## config.mk

```make
export PLATFORM = sky130hd
export DESIGN_NAME = usb_rx_pid_decoder_flat
export DESIGN_NICKNAME = d
export VERILOG_FILES = /design/src/rtl/usb_rx_pid_decoder_if.sv /design/src/rtl/usb_rx_pid_decoder.sv /design/src/flat_wrapper.sv
export SDC_FILE = /design/constraint.sdc
export NUM_CORES = 1
export LEC_CHECK = 0
export BUFFER_PORTS_ARGS = -buffer_cell sky130_fd_sc_hd__buf_2
export CAP_MARGIN = 25
export CORE_AREA = 5 5 63 65
export DETAILED_ROUTE_END_ITERATION = 12
export DIE_AREA = 0 0 68 70
export GPL_ROUTABILITY_DRIVEN = 0
export PLACE_DENSITY = 0.77
export SETUP_SLACK_MARGIN = 0.05
export SLEW_MARGIN = 25
export SYNTH_ARGS = -nofsm -noshare
export SYNTH_HDL_FRONTEND = slang
export SYNTH_SLANG_ARGS = --single-unit
```

## constraint.sdc

```tcl
create_clock -name clock -period 2.53 [get_ports clock]
set_clock_uncertainty 0.1 [all_clocks]
set_input_delay 0.1265 -clock clock [delete_from_list [all_inputs] [get_ports clock]]
set_output_delay 0.1265 -clock clock [all_outputs]
set_load 0.01 [all_outputs]
```

## src/rtl/usb_rx_pid_decoder_if.sv

```systemverilog
// usb_rx_pid_decoder_if: decoded bit stream in, PID/framing events and payload bits out
interface usb_rx_pid_decoder_if;
  logic       in_bit;
  logic       in_valid;
  logic       eop;
  logic       rec_start;
  logic       ACK_rec;
  logic       NAK_rec;
  logic       DATA0_rec;
  logic [3:0] pid;
  logic       out_bit;
  logic       out_sending;
  logic       payload_end;
  logic       pid_error;
  logic       frame_error;
  modport master (
    output in_bit, in_valid, eop,
    input  rec_start, ACK_rec, NAK_rec, DATA0_rec, pid, out_bit, out_sending,
           payload_end, pid_error, frame_error
  );
  modport slave (
    input  in_bit, in_valid, eop,
    output rec_start, ACK_rec, NAK_rec, DATA0_rec, pid, out_bit, out_sending,
           payload_end, pid_error, frame_error
  );
endinterface

```

## src/rtl/usb_rx_pid_decoder.sv

```systemverilog
// usb_rx_pid_decoder: SYNC hunt, PID capture/validation and DATA0 payload forwarding
module usb_rx_pid_decoder #(
  parameter int SYNC_ZEROS       = 7,
  parameter int MAX_PAYLOAD_BITS = 80
) (
  input logic                  clock,
  input logic                  reset_n,
  usb_rx_pid_decoder_if.slave  bus
);
  localparam int ZW = $clog2(SYNC_ZEROS + 1);
  localparam int PW = $clog2(MAX_PAYLOAD_BITS + 1);
  typedef enum logic [2:0] {HUNT, PID, HS_EOP, DATA, WAIT_EOP} state_t;
  state_t        state, state_n;
  logic [ZW-1:0] zcnt, zcnt_n;
  logic [PW-1:0] pcnt, pcnt_n;
  logic [7:0]    sr, sr_n, pid_byte;
  logic [2:0]    bcnt, bcnt_n;
  logic [3:0]    pid_n;
  logic          rec_start_n, ack_n, nak_n, data0_n, out_bit_n, out_sending_n;
  logic          payload_end_n, pid_error_n, frame_error_n, bit_ok;
  assign bit_ok   = bus.in_valid & ~bus.eop;
  assign pid_byte = {bus.in_bit, sr[7:1]};
  always_comb begin
    state_n       = state;
    zcnt_n        = zcnt;
    pcnt_n        = pcnt;
    sr_n          = sr;
    bcnt_n        = bcnt;
    pid_n         = bus.pid;
    out_bit_n     = bus.out_bit;
    rec_start_n   = 1'b0;
    ack_n         = 1'b0;
    nak_n         = 1'b0;
    data0_n       = 1'b0;
    out_sending_n = 1'b0;
    payload_end_n = 1'b0;
    pid_error_n   = 1'b0;
    frame_error_n = 1'b0;
    case (state)
      HUNT: if (bit_ok) begin
        if (!bus.in_bit) zcnt_n = (zcnt == ZW'(SYNC_ZEROS)) ? zcnt : zcnt + ZW'(1);
        else begin
          zcnt_n = '0;
          if (zcnt == ZW'(SYNC_ZEROS)) begin
            rec_start_n = 1'b1;
            bcnt_n      = '0;
            state_n     = PID;
          end
        end
      end
      PID: if (bus.eop) begin
        pid_error_n = 1'b1;
        state_n     = HUNT;
      end else if (bus.in_valid) begin
        sr_n   = pid_byte;
        bcnt_n = bcnt + 3'd1;
        if (bcnt == 3'd7) begin
          state_n = WAIT_EOP;
          if (pid_byte[7:4] != ~pid_byte[3:0]) pid_error_n = 1'b1;
          else if (pid_byte == 8'hD2) begin
            ack_n   = 1'b1;
            pid_n   = 4'h2;
            state_n = HS_EOP;
          end else if (pid_byte == 8'h5A) begin
            nak_n   = 1'b1;
            pid_n   = 4'hA;
            state_n = HS_EOP;
          end else if (pid_byte == 8'hC3) begin
            data0_n = 1'b1;
            pid_n   = 4'h3;
            pcnt_n  = '0;
            state_n = DATA;
          end else pid_error_n = 1'b1;
        end
      end
      HS_EOP: if (bus.eop) state_n = HUNT;
      else if (bus.in_valid) begin
        frame_error_n = 1'b1;
        state_n       = WAIT_EOP;
      end
      DATA: if (bus.eop) begin
        payload_end_n = 1'b1;
        state_n       = HUNT;
      end else if (bus.in_valid) begin
        if (pcnt == PW'(MAX_PAYLOAD_BITS)) begin
          frame_error_n = 1'b1;
          state_n       = WAIT_EOP;
        end else begin
          out_bit_n     = bus.in_bit;
          out_sending_n = 1'b1;
          pcnt_n        = pcnt + PW'(1);
        end
      end
      WAIT_EOP: if (bus.eop) state_n = HUNT;
      default: state_n = HUNT;
    endcase
  end
  always_ff @(posedge clock or negedge reset_n) begin
    if (!reset_n) begin
      state           <= HUNT;
      zcnt            <= '0;
      pcnt            <= '0;
      sr              <= '0;
      bcnt            <= '0;
      bus.pid         <= 4'h0;
      bus.out_bit     <= 1'b0;
      bus.rec_start   <= 1'b0;
      bus.ACK_rec     <= 1'b0;
      bus.NAK_rec     <= 1'b0;
      bus.DATA0_rec   <= 1'b0;
      bus.out_sending <= 1'b0;
      bus.payload_end <= 1'b0;
      bus.pid_error   <= 1'b0;
      bus.frame_error <= 1'b0;
    end else begin
      state           <= state_n;
      zcnt            <= zcnt_n;
      pcnt            <= pcnt_n;
      sr              <= sr_n;
      bcnt            <= bcnt_n;
      bus.pid         <= pid_n;
      bus.out_bit     <= out_bit_n;
      bus.rec_start   <= rec_start_n;
      bus.ACK_rec     <= ack_n;
      bus.NAK_rec     <= nak_n;
      bus.DATA0_rec   <= data0_n;
      bus.out_sending <= out_sending_n;
      bus.payload_end <= payload_end_n;
      bus.pid_error   <= pid_error_n;
      bus.frame_error <= frame_error_n;
    end
  end
endmodule

```

## src/flat_wrapper.sv

```systemverilog
// flat-port wrapper written by rule: the top's interface ports become plain ports
module usb_rx_pid_decoder_flat 
#(
  parameter int SYNC_ZEROS       = 7,
  parameter int MAX_PAYLOAD_BITS = 80
)
  (clock, reset_n, bus_in_bit, bus_in_valid, bus_eop, bus_rec_start, bus_ACK_rec, bus_NAK_rec, bus_DATA0_rec, bus_pid, bus_out_bit, bus_out_sending, bus_payload_end, bus_pid_error, bus_frame_error);
  usb_rx_pid_decoder_if bus_i ();
  input logic clock;
  input logic reset_n;
  input wire logic [$bits(bus_i.in_bit)-1:0] bus_in_bit;
  input wire logic [$bits(bus_i.in_valid)-1:0] bus_in_valid;
  input wire logic [$bits(bus_i.eop)-1:0] bus_eop;
  output wire logic [$bits(bus_i.rec_start)-1:0] bus_rec_start;
  output wire logic [$bits(bus_i.ACK_rec)-1:0] bus_ACK_rec;
  output wire logic [$bits(bus_i.NAK_rec)-1:0] bus_NAK_rec;
  output wire logic [$bits(bus_i.DATA0_rec)-1:0] bus_DATA0_rec;
  output wire logic [$bits(bus_i.pid)-1:0] bus_pid;
  output wire logic [$bits(bus_i.out_bit)-1:0] bus_out_bit;
  output wire logic [$bits(bus_i.out_sending)-1:0] bus_out_sending;
  output wire logic [$bits(bus_i.payload_end)-1:0] bus_payload_end;
  output wire logic [$bits(bus_i.pid_error)-1:0] bus_pid_error;
  output wire logic [$bits(bus_i.frame_error)-1:0] bus_frame_error;
  assign bus_i.in_bit = bus_in_bit;
  assign bus_i.in_valid = bus_in_valid;
  assign bus_i.eop = bus_eop;
  assign bus_rec_start = bus_i.rec_start;
  assign bus_ACK_rec = bus_i.ACK_rec;
  assign bus_NAK_rec = bus_i.NAK_rec;
  assign bus_DATA0_rec = bus_i.DATA0_rec;
  assign bus_pid = bus_i.pid;
  assign bus_out_bit = bus_i.out_bit;
  assign bus_out_sending = bus_i.out_sending;
  assign bus_payload_end = bus_i.payload_end;
  assign bus_pid_error = bus_i.pid_error;
  assign bus_frame_error = bus_i.frame_error;
  usb_rx_pid_decoder #(.SYNC_ZEROS(SYNC_ZEROS), .MAX_PAYLOAD_BITS(MAX_PAYLOAD_BITS)) u_core (.clock(clock), .reset_n(reset_n), .bus(bus_i));
endmodule
```

# ---- Word-level counts from Yosys, hierarchy flattened
# Cells that the tools add are included.
dict set report word_totals {
  ff_bits 37
  mem_count 0
  mem_bits_ro 0
  inputBits 5
  mem_bits_rw 0
  latchBits 0
  out_inout_bits 13
  word_cells 149
}
dict set report classes {
  div_mod_pow 0
  n_bitwise 5
  muxes 84
  reduce_logical 11
  add_sub_neg 3
  n_shift 0
  multipliers 0
  order_cmp 0
  n_eq_ne 31
}
# op n
set op_table {}
lappend op_table {{$mux 7} 10}
lappend op_table {{$mux 3} 23}
lappend op_table {{$mux 1} 44}
lappend op_table {{$ne 2x2->1 const B} 11}
lappend op_table {{$eq 8x8->1 const B} 2}
lappend op_table {{$pmux 3 s5} 1}
lappend op_table {{$pmux 7 s2} 1}
lappend op_table {{$mux 4} 3}
lappend op_table {{$reduce_and 6->1} 2}
lappend op_table {{$reduce_and 11->1} 1}
lappend op_table {{$eq 3x3->1 const B} 3}
lappend op_table {{$ne 3x3->1 const B} 3}
lappend op_table {{$reduce_and 9->1} 1}
lappend op_table {{$eq 8x7->1 const B} 1}
lappend op_table {{$ne 2x1->1 const B} 4}
lappend op_table {{$add 7x1->7 const B} 1}
lappend op_table {{$eq 7x7->1 const B} 1}
lappend op_table {{$add 3x1->3 const B} 2}
lappend op_table {{$eq 3x2->1 const B} 2}
lappend op_table {{$ne 3x2->1 const B} 2}
lappend op_table {{$pmux 3 s2} 1}
lappend op_table {{$reduce_and 3->1} 2}
lappend op_table {{$ne 4x4->1} 1}
lappend op_table {{$not 4->4} 1}
lappend op_table {{other kinds (8)} 11}

# ---- Logic depth before layout (Yosys ltp)
dict set report logic_depth {
  word_depth 9
  mapped_depth 6
  mapped_depth_nobuf 6
}

# ---- Least setup slack after synthesis
# No wires, ideal clock.
dict set report synth_path {
  path_type {reg2reg}
  from {register u_core.zcnt[0]}
  to {register u_core.bcnt[0]}
  t_required_ns 2.305
  setup_ns 0.125
  slack_ns 0.698
  period_less_slack_ns 1.832
  t_arrival_ns 1.606
  path_buffers 0
  path_stages_with_launch 6
  cell_sequence {dfrtp_1 > ha_1 > ha_1 > nand2_1 > a2111o_1 > mux2_4}
}
dict set report synth_between {
  elab_chain_cells 3
}
# element line
set synth_rtl {}
lappend synth_rtl {{from (decl)} usb_rx_pid_decoder.sv:14} ;# logic [ZW-1:0] zcnt, zcnt_n;
lappend synth_rtl {{from (signal assigned)} usb_rx_pid_decoder.sv:117} ;# zcnt <= zcnt_n;
lappend synth_rtl {{$eq 3x3->1} usb_rx_pid_decoder.sv:44} ;# if (zcnt == ZW'(SYNC_ZEROS)) begin
lappend synth_rtl {{$ne 2x1->1 (no line)} n/a}
lappend synth_rtl {{$reduce_and 6->1 (no line)} n/a}
lappend synth_rtl {{to (signal assigned)} usb_rx_pid_decoder.sv:120} ;# bcnt <= bcnt_n;
lappend synth_rtl {{to (decl)} usb_rx_pid_decoder.sv:17} ;# logic [2:0] bcnt, bcnt_n;
# Every way passes these cells.
# A chain may end at the register's enable or synchronous reset.

# ---- Worst setup path in the final report
dict set report layout_path {
  from {register u_core.state[0]}
  to {register u_core.sr[3]}
}
dict set report layout_between {
  elab_chain_cells 2
}
# element line
set layout_rtl {}
lappend layout_rtl {{from (decl)} usb_rx_pid_decoder.sv:13} ;# state_t state, state_n;
lappend layout_rtl {{from (signal assigned)} usb_rx_pid_decoder.sv:116} ;# state <= state_n;
lappend layout_rtl {{$eq 3x1->1} usb_rx_pid_decoder.sv:39} ;# case (state)
lappend layout_rtl {{$reduce_and 3->1 (no line)} n/a}
lappend layout_rtl {{to (signal assigned)} usb_rx_pid_decoder.sv:119} ;# sr <= sr_n;
lappend layout_rtl {{to (decl)} usb_rx_pid_decoder.sv:16} ;# logic [7:0] sr, sr_n, pid_byte;
# Every way passes these cells.

==> results.md <==
- I/O pin total: 18
- Crit path max-delay cell type: dfrtp_1
- Die height: ~70 µm
- Hold Path Depth: 3
- CP required: 2660 ps
- Die X: roughly 68 µm
- Number of max-cap violations: 0
- Residual DRC: 0
- Unique masters post-synth: 54
- Hold endpoint: u_core.bus.pid_error$_DFF_PN0_
- Cells after synthesis: 163
- Leakage power: ~0.0010 µW
- Critical path depth: 3
- Peak per-stage delay on the critical path: 680 ps
- Clock Sinks: 35
- ANT cells: 0
- Met2 GRT Util: 0.240
- First-pass DRT Iterations: 4
- Peak Freq: slightly below 500 MHz
- Yosys warning count: 0
- Largest net degree at the start of global routing: 36
- Syn avg cell area: between 10 and 15 µm²
- Ys flop type: dfrtp_1
- Worst R2R Path Depth: 3
- Storage cell area: 876 µm²
- Sequential-to-total area share from yosys stat: 0.465
- GRT Overall Usage: 0.168
- Power Total: approximately 1800 µW
- Synthesized netlist net count: 174
- Gr busiest metal: met2
- Number of synthesized flops with an enable pin: 0
- Peak supply drop: between 0.0004 and 0.0005 V
- Startpoint types: flip-flop
- Final HPWL DP: around 2600 µm
- Antenna violation net count after detailed routing: 0
- Final setup vio count: 0
- Synth Area in Compound Gates: 0.176
- Asr flop ratio synth: 1.00
- Post-CTS setup buffer count: 0
- Met3 Use GR: 0.0561
- Grt ovf: 0
- Resize count post-CTS: 0
- Top cell family by delay on the critical path: simple AND/OR/NAND/NOR gates
- Post-layout min period: slightly above 2000 ps
- Initial Utilization: 0.573
- Worst path buffer plus inverter count: 0
- Reg2reg end: u_core.sr[3]$_DFFE_PN0P_
- Reg clk slew, reported paths: roughly 110 ps
- Multi-input logic area: around 920 µm²
- Most frequent cells in the layout: 35 x dfrtp_1, 16 x buf_2, 12 x o21ai_0
- Setup CP Type: flip-flop to flip-flop
- CTS buffer count: 5
- FF-to-FF Start: u_core.state[0]$_DFFE_PN0P_
- H-tree levels: 2
- Die area: 4760 µm²
- # port buffers: 16
- Nets: between 150 and 200
- R2r setup slk: between 500 and 600 ps
- Final Slew Violations: 0
- Fill count: about 260
- Vias per cell: 6.03
- Iteration-0 DRC Markers: between 90 and 100
- Setup TNS Final: 0 ps
- Largest family of logic cells by synthesized area: simple AND/OR/NAND/NOR gates
- RSZ-0062 raised after global routing: no
- Crit-path cells: and4bb_2 > and2_1 > mux2_2
- Worst min-delay path startpoint: bus_in_valid
- Status: finished clean
- Final Hold Fails: 0
- P&R area growth vs syn: 11.0%
- Min-delay worst type: input pin to flip-flop
- Initial antenna violation count: 0
- Met1 global-route usage: 0.237
- Worst-Skew Late Latency: 340 ps
- CTS tree: done
- Xor/xnor cell area share of the yosys netlist: 0.00465
- Post-Synth Adder-Cell Area: 0.0399
- CP arrival: 2160 ps
- Crit end category: flip-flop
- Power Dens Cells: roughly 860 nW/µm²
- Worst slew margin: 0.501
- WL/cell: around 16 µm
- Post-Syn Area: between 1500 and 2000 µm²
- Period utilization: 0.801
- Simple logic cell fraction of the synthesized area: 0.193
- Via Count: 1381
- Maximum clock path buffer count: 2
- Vias in the first global route: around 1300
- Yosys reg bits: 35
- Mux contribution to synthesized area: 0.0718
- CORE AREA: 3280 µm²
- Commonest non-fill, non-tap cell in the layout: dfrtp_1
- CTS root buffer: clkbuf_4
- Layout cells sized above 1: 0.262
- # rows: 21
- Least-Margin Pin Slew: 749 ps
- WL final: around 3600 µm
- Crit Path Max Fanout: 11
- First-pass GRT wire length: 6050 µm
[metrics by stage]
stage / util / cells / cell area [µm²] / hold WS (ps) / setup WS (ps)
5_1_grt: 0.636 / 229 / 2090 / 28.3 / 406
4_1_cts: 0.636 / 229 / 2090 / 14.3 / 514
6_report: 0.636 / 229 / 2090 / 24.0 / 503
3_3_place_gp: 0.596 / 218 / 1960 / 124 / 643
3_5_place_dp: 0.596 / 218 / 1960 / 146 / 531
2_1_floorplan: - / 163 / 1880 / -269 / 698
[kinds of logic after synthesis]
kind of cell             Yosys count
XOR/XNOR                           1
AND/OR/NAND/NOR                   53
AO/OA/AOI/OAI                     41
buffers and inverters             14
other                              1
adder cells (fa/ha/maj)            6
multiplexers                      12
flip-flops                        35
[flip-flops by register name, indices dropped and copies added (netlist names), 3 cells and up]
register        count
u_core.bus.pid      3
u_core.zcnt         3
u_core.state        3
u_core.pcnt         7
u_core.bcnt         3
u_core.sr           7
[synthesized netlist by cell type (all sizes together) (2+ instances only)]
library cell / count / area, µm²
a21o: 2 / 15.0
a21oi: 2 / 10.0
a22oi: 2 / 15.0
a31oi: 4 / 25.0
and2: 2 / 12.5
and4: 2 / 17.5
and4bb: 3 / 37.5
buf: 7 / 61.3
dfrtp: 35 / 876
ha: 6 / 75.1
inv: 7 / 26.3
mux2: 9 / 105
mux2i: 3 / 30.0
nand2: 11 / 41.3
nand2b: 3 / 26.3
nand3: 9 / 45.0
nand4: 3 / 25.0
nor2: 8 / 30.0
nor4b: 2 / 32.5
o211ai: 5 / 42.5
o21ai: 13 / 65.1
o311ai: 2 / 42.6
[worst max path at each step]
stage,start,to,slack [ps]
after global routing,u_core.state[0]$_DFFE_PN0P_,u_core.sr[3]$_DFFE_PN0P_,410
final,u_core.state[0]$_DFFE_PN0P_,u_core.sr[3]$_DFFE_PN0P_,500
after CTS,u_core.state[0]$_DFFE_PN0P_,u_core.sr[3]$_DFFE_PN0P_,510
after global placement,u_core.state[0]$_DFFE_PN0P_,u_core.sr[7]$_DFFE_PN0P_,640
after floorplan,u_core.zcnt[0]$_DFFE_PN0P_,u_core.bcnt[0]$_DFFE_PN0P_,700
after detailed placement,u_core.state[0]$_DFFE_PN0P_,u_core.sr[3]$_DFFE_PN0P_,530
[cell type report]
class | count | share of cell area
inverter | 7 | 0.0126
timing repair buffer | 19 | 0.0527
clock buffer | 6 | 0.0198
multi-input combinational | 114 | 0.440
sequential | 35 | 0.419
tap | 46 | 0.0275
clock inverter | 2 | 0.0287
[per-layer routing]
| layer | routed length, µm | share of wire | vias to the layer above |
|---|---|---|---|
| met4 | 48 | 0.014 | 0 |
| met2 | 1670 | 0.47 | 46 |
| met3 | 233 | 0.066 | 5 |
| li1 | - | - | 649 |
| met5 | 0 | 0 | - |
| met1 | 1600 | 0.45 | 681 |
[report_power, final]
| group | internal, µW | leakage (µW) | switching, µW |
|---|---|---|---|
| clock network | 308 | 0.0000525 | 187 |
| logic | 245 | 0.000495 | 227 |
| registers | 676 | 0.000457 | 151 |
| total | 1230 | 0.00100 | 565 |
[timing repair]
action                     in CTS  in global routing
setup endpoints to repair       0                  0
hold endpoints to repair       37                  0
hold buffers                    3                  0
[tightest hold or removal path, stage by stage]
cell      delay [ps]
buf_2            140
o211ai_1         100
a21oi_1           70
No activity file was read; power rests on OpenSTA's default activity.
